`src/rtl/id_stage_pipe.sv`:
```
// Decode stage of a 5-stage pipeline: register file, hazard detection, branch resolution
// with MEM/WB operand forwarding, and the ID/EX pipeline register.
module id_stage_pipe #(
   parameter int XLEN       = 32,
   parameter int NREG       = 32,
   parameter int CTRL_W     = 16,
   parameter int LOAD_STALL = 1,
   localparam int AW        = $clog2(NREG)
) (
   input  logic              clk,
   input  logic              rst,

   input  logic              id_valid,
   input  logic [XLEN-1:0]   id_pc4,
   input  logic [AW-1:0]     id_rs,
   input  logic [AW-1:0]     id_rt,
   input  logic              id_rs_used,
   input  logic              id_rt_used,
   input  logic [CTRL_W-1:0] id_ctrl,
   input  logic [AW-1:0]     id_dst,
   input  logic              id_wen,
   input  logic              id_load,
   input  logic              id_branch,
   input  logic              id_bne,
   input  logic [XLEN-1:0]   id_imm,

   input  logic              mem_wen,
   input  logic              mem_load,
   input  logic [AW-1:0]     mem_dst,
   input  logic [XLEN-1:0]   mem_data,

   input  logic              wb_wen,
   input  logic [AW-1:0]     wb_dst,
   input  logic [XLEN-1:0]   wb_data,

   input  logic              flush,

   output logic              stall_out,
   output logic              br_taken,
   output logic [XLEN-1:0]   br_target,

   output logic              ex_valid,
   output logic [CTRL_W-1:0] ex_ctrl,
   output logic [XLEN-1:0]   ex_rs_data,
   output logic [XLEN-1:0]   ex_rt_data,
   output logic [XLEN-1:0]   ex_imm,
   output logic [XLEN-1:0]   ex_pc4,
   output logic [AW-1:0]     ex_dst,
   output logic              ex_wen,
   output logic              ex_load
);

   // Counter holds the stall cycles still owed after the detecting cycle.
   localparam logic [1:0] STALL_INIT = 2'(LOAD_STALL - 1);

   logic [XLEN-1:0] regs [NREG];
   logic [1:0]      stall_cnt_q, stall_cnt_d;

   logic [XLEN-1:0] rs_val, rt_val;
   logic [XLEN-1:0] rs_br, rt_br;
   logic            lu_hit, br_ex_hit, br_mem_hit, load_stall;
   logic            br_eq;

   function automatic logic uses_reg(input logic [AW-1:0] d,
                                     input logic [AW-1:0] rs,
                                     input logic [AW-1:0] rt,
                                     input logic          rs_u,
                                     input logic          rt_u);
      return (d != '0) && ((rs_u && (rs == d)) || (rt_u && (rt == d)));
   endfunction

   // Register file reads with write-through from the WB port.
   always_comb begin
      rs_val = regs[id_rs];
      if (id_rs == '0) begin
         rs_val = '0;
      end else if (wb_wen && (wb_dst == id_rs)) begin
         rs_val = wb_data;
      end
   end

   always_comb begin
      rt_val = regs[id_rt];
      if (id_rt == '0) begin
         rt_val = '0;
      end else if (wb_wen && (wb_dst == id_rt)) begin
         rt_val = wb_data;
      end
   end

   // Branch comparator operands: an ALU result in MEM beats the WB/register file value.
   always_comb begin
      rs_br = rs_val;
      if (mem_wen && !mem_load && (mem_dst != '0) && (mem_dst == id_rs)) begin
         rs_br = mem_data;
      end
   end

   always_comb begin
      rt_br = rt_val;
      if (mem_wen && !mem_load && (mem_dst != '0) && (mem_dst == id_rt)) begin
         rt_br = mem_data;
      end
   end

   always_comb begin
      lu_hit     = id_valid && ex_valid && ex_load && ex_wen &&
                   uses_reg(ex_dst, id_rs, id_rt, id_rs_used, id_rt_used);
      br_ex_hit  = id_branch && ex_valid && ex_wen && !ex_load &&
                   uses_reg(ex_dst, id_rs, id_rt, id_rs_used, id_rt_used);
      br_mem_hit = id_branch && mem_wen && mem_load &&
                   uses_reg(mem_dst, id_rs, id_rt, id_rs_used, id_rt_used);
      load_stall = (stall_cnt_q != 2'd0) || lu_hit;
   end

   always_comb begin
      stall_out = !rst && id_valid && !flush && (load_stall || br_ex_hit || br_mem_hit);
      br_eq     = (rs_br == rt_br);
      br_taken  = !rst && id_valid && id_branch && !stall_out && !flush && (br_eq ^ id_bne);
      br_target = id_pc4 + (id_imm << 2);
   end

   always_comb begin
      stall_cnt_d = stall_cnt_q;
      if (flush) begin
         stall_cnt_d = 2'd0;
      end else if (stall_cnt_q != 2'd0) begin
         stall_cnt_d = stall_cnt_q - 2'd1;
      end else if (lu_hit) begin
         stall_cnt_d = STALL_INIT;
      end
   end

   always_ff @(posedge clk or posedge rst) begin
      if (rst) begin
         stall_cnt_q <= 2'd0;
      end else begin
         stall_cnt_q <= stall_cnt_d;
      end
   end

   // Register 0 is never written, so it stays at its reset value.
   always_ff @(posedge clk or posedge rst) begin
      if (rst) begin
         for (int i = 0; i < NREG; i++) begin
            regs[i] <= '0;
         end
      end else if (wb_wen && (wb_dst != '0)) begin
         regs[wb_dst] <= wb_data;
      end
   end

   // Bubbles clear only the qualifiers; payload fields keep their last values.
   always_ff @(posedge clk or posedge rst) begin
      if (rst) begin
         ex_valid   <= 1'b0;
         ex_ctrl    <= '0;
         ex_rs_data <= '0;
         ex_rt_data <= '0;
         ex_imm     <= '0;
         ex_pc4     <= '0;
         ex_dst     <= '0;
         ex_wen     <= 1'b0;
         ex_load    <= 1'b0;
      end else if (flush || stall_out || !id_valid) begin
         ex_valid   <= 1'b0;
         ex_wen     <= 1'b0;
         ex_load    <= 1'b0;
      end else begin
         ex_valid   <= 1'b1;
         ex_ctrl    <= id_ctrl;
         ex_rs_data <= rs_val;
         ex_rt_data <= rt_val;
         ex_imm     <= id_imm;
         ex_pc4     <= id_pc4;
         ex_dst     <= id_dst;
         ex_wen     <= id_wen;
         ex_load    <= id_load;
      end
   end

endmodule

```
`config.mk`:
```
export PLATFORM = sky130hd
export DESIGN_NAME = id_stage_pipe
export DESIGN_NICKNAME = d
export VERILOG_FILES = /design/src/rtl/id_stage_pipe.sv
export SDC_FILE = /design/constraint.sdc
export NUM_CORES = 2
export LEC_CHECK = 0
export CORE_MARGIN = 1.5
export CORE_UTILIZATION = 55
export CTS_CLUSTER_DIAMETER = 30
export DETAILED_ROUTE_END_ITERATION = 7
export PLACE_DENSITY = 0.78
export SLEW_MARGIN = 20
export SYNTH_ARGS = -nofsm -noshare
export SYNTH_HDL_FRONTEND = slang
export SYNTH_SLANG_ARGS = --single-unit
```
`constraint.sdc`:
```
create_clock -name clk -period 39.5 [get_ports clk]
set_input_delay 5.925 -clock clk [delete_from_list [all_inputs] [get_ports clk]]
set_output_delay 5.925 -clock clk [all_outputs]
set_load 0.005 [all_outputs]
```
==> summary.txt <==
Status
  • Outcome: finished, final reports clean

CTS
  • Cts hold-fix bufs: 0
  • Worst-Skew Late Latency: slightly above 0.8 ns
  • Clock buffer depth: 3
  • Depth of the CTS H-tree: 4
  • Clock Sinks: between 1000 and 1500
  • Root Buffer Master: clkbuf_16
  • CTS tree: built
  • Resize count post-CTS: 0
  • Post-CTS Setup Bufs: 0
  • CTS buffer count: about 230
  • Clk slew on worst S/H paths: about 0.05 ns

GRT
  • GRT met3 Usage: 0.170
  • Initial antenna violation count: 11
  • Most Crowded Layer GR: met2
  • Overflow after GRT: 0
  • Largest net degree at the start of global routing: approximately 180
  • Vias in the first global route: 48900
  • First-pass GRT wire length: between 300000 and 400000 um
  • Met2 Resource Use GR: 0.553
  • Met1 Usage GRT: 0.477
  • Tot GR Track Use: 0.387

STA
  • Final setup margin: approximately 21 ns
  • Worst-margin pin slew: 1.34 ns
  • Period minus WS final: around 19 ns
  • Max Slew Vio Count: 0
  • Hold_ws: 0.399 ns
  • Final worst-path cycle share: 0.470
  • Total negative slack: 0 ns
  • Endpoints failing setup: 0
  • RSZ-0062 raised after global routing: no
  • Clock Skew: approximately 0.04 ns
  • Final Hold Vio Count: 0
  • Slew HR: 0.104
  • Max frequency: roughly 54 MHz

Yosys
  • Synth Area in XOR/XNOR: 0.0112
  • Number of synthesized register bits: approximately 1200
  • Top cells by area, synth: dfrtp_1 46%, mux2_2 17%, mux4_2 14%, mux2i_1 3.7%, nand2_1 3.0%
  • Main synth FF type: dfrtp_1
  • Mapped Cells: 4901
  • Avg Synthesized Cell Area: 13.1 um^2
  • Syn nets: ~5000
  • Ys Warns: 0
  • Synth area leader: dfrtp_1
  • Asr flop ratio synth: 1.00
  • Post-synth top area share: 0.459
  • Post-Syn Area: roughly 64000 um^2
  • Largest family of logic cells by synthesized area: multiplexers
  • Number of synthesized flops with an enable pin: 0
  • Synth Area in Compound Gates: 0.0730
  • Post-Synth Simple-Gate Area: 0.0533
  • Netlist cell types: slightly above 90
  • Adder-cell share of the synthesized area: 0.00596
  • Sequential fraction of the synthesis area: 0.459
  • Mux contribution to synthesized area: 0.358

Hold path
  • Hold Crit Class: flop to flop
  • Hold Path Depth: 0

Floorplan
  • Io pins: 368
  • Core Box Area: roughly 120000 um^2
  • Die width: between 300 and 400 um
  • Initial core utilization: 0.554
  • # rows: 125
  • Chip Height: 345 um
  • Die ar.: between 100000 and 150000 um^2

Placed design
  • GP Congestion: 0.970
  • Worst slack, placed: around 21 ns
  • HPWL after detailed placement: around 140000 um
  • PortBufs: ~370
  • Dpl cell area: a little under 70000 um^2

Worst setup path
  • Critical Path RT: 33.58 ns
  • Arr. time, crit path: 12.63 ns
  • Worst r2r path cells: 11
  • Crit-path max FO: 28
  • Endpoint class of the critical path: output pin
  • Crit Path Category: input pin to output pin
  • Crit start category: input pin

Route
  • Initial DRC count: around 6200
  • DRT antenna net count: 0
  • DRC viols: 0
  • Vias per cell: roughly 7.1
  • Total Routed Length: approximately 230000 um
  • Via count: a little under 50000
  • WL/cell: approximately 34 um
  • First-pass DRT Iterations: 8

Cells and area
  • Final non-filler cell area: roughly 77000 um^2
  • Layout cell share with drive strength beyond 1: 0.378
  • Final net count: ~5400
  • Syn-to-layout area delta: 19.4%

Flow run
  • Max Cap Viol: 0

Pwr
  • P_leak: approximately 0.034 uW
  • Pwr dens: roughly 58 nW/um^2
  • VDD IR max: 0.0443 mV
-- power by group --
group | switching [uW] | internal, uW
Combinational | 380 | 455
Clock | 667 | 1310
Sequential | 176 | 1430
-- critical path, cell delays in order --
cell and delay, ns:
buf_2 0.08, buf_4 0.48, buf_4 0.61, xnor2_1 0.18, nand4_1 0.70, o21ai_2 0.77, buf_4 0.51, o22ai_1 0.20
nor2_1 1.03, o221ai_1 0.22, a22oi_1 0.27, a311oi_1 0.07, and3_1 0.17, a31oi_1 0.29, o21a_1 0.16, o2111a_1 0.35
clkdlybuf4s50_1 0.56
-- state kept, by name, indices dropped and copies added (netlist names) --
signal,count
ex_load,1
stall_cnt_q,2
ex_rt_data,32
ex_valid,1
ex_pc4,32
ex_wen,1
ex_imm,32
ex_rs_data,32
ex_ctrl,16
ex_dst,5
regs,1024
-- worst paths after layout --
path                                       start                     to  slack, ns
max in group asynchronous                    rst    regs[2]$_DFFE_PP0P_      29.84
max                                     id_rs[4]               br_taken      20.95
max reg2reg                ex_dst[0]$_DFFE_PP0N_  ex_pc4[5]$_DFFE_PP0N_      34.64
min in group asynchronous                    rst  regs[658]$_DFFE_PP0P_       5.83
min reg2reg                regs[993]$_DFFE_PP0P_  regs[993]$_DFFE_PP0P_       0.40
min                        regs[993]$_DFFE_PP0P_  regs[993]$_DFFE_PP0P_       0.40
-- final cells by class --
type | count | area, um^2
antenna | 9 | 22.5
sequential | 1178 | 29500
timing repair buffer | 505 | 4750
tap | 1524 | 1910
multi-input combinational | 3201 | 32500
clock buffer | 284 | 6210
fill | 7966 | 39400
inverter | 32 | 130
clock inverter | 132 | 1700
-- placed cells by master, fill, tap and decap left out, drive strengths merged, types with 61 or more instances in the layout --
master,instances
mux2,983
a22oi,76
mux4,423
clkinv,61
nor2,94
clkbuf,284
nand2,505
mux2i,235
buf,154
o21ai,143
clkdlybuf4s50,351
dfrtp,1178
a21oi,93
-- synthesized netlist by cell type (21+ instances only) --
cell,count
buf_6,38
xnor2_1,47
nand2b_1,21
clkbuf_1,327
buf_2,70
a21oi_1,92
nor2b_1,21
a22oi_1,75
mux4_2,410
a221oi_1,48
ha_1,29
a211oi_1,25
nand2_1,505
nor2_1,93
a221o_1,28
nor3_1,30
o22ai_1,58
mux2_2,983
o21ai_0,136
o221ai_1,50
inv_1,29
dfrtp_1,1178
xor2_1,35
buf_4,37
nand3_1,26
mux2i_1,235
-- per-stage QoR --
step,utilization,total power (uW),std cells
floorplan,-,2130,4901
global placement,0.592,2370,6439
detailed placement,0.592,2410,6439
CTS,0.660,4390,6855
global route,0.661,4560,6859
finish,0.661,4420,6865
-- cell families after synthesis --
| group | Yosys count |
|---|---|
| buffers and inverters | 522 |
| AOI/OAI and AO/OA | 662 |
| DFF | 1178 |
| and+or+nand+nor | 786 |
| muxes | 1641 |
| adders and majority gates | 30 |
| xor gates and xnor gates | 82 |
-- layer usage --
metal / part of all wire / wire length [um] / up-vias
li1: - / - / 19100
met1: 0.35 / 80000 / 25000
met2: 0.43 / 98000 / 3801
met3: 0.15 / 34200 / 1070
met4: 0.079 / 18300 / 12
met5: 0.00033 / 77 / -
Note: power is estimated with default switching activity, not from simulation.
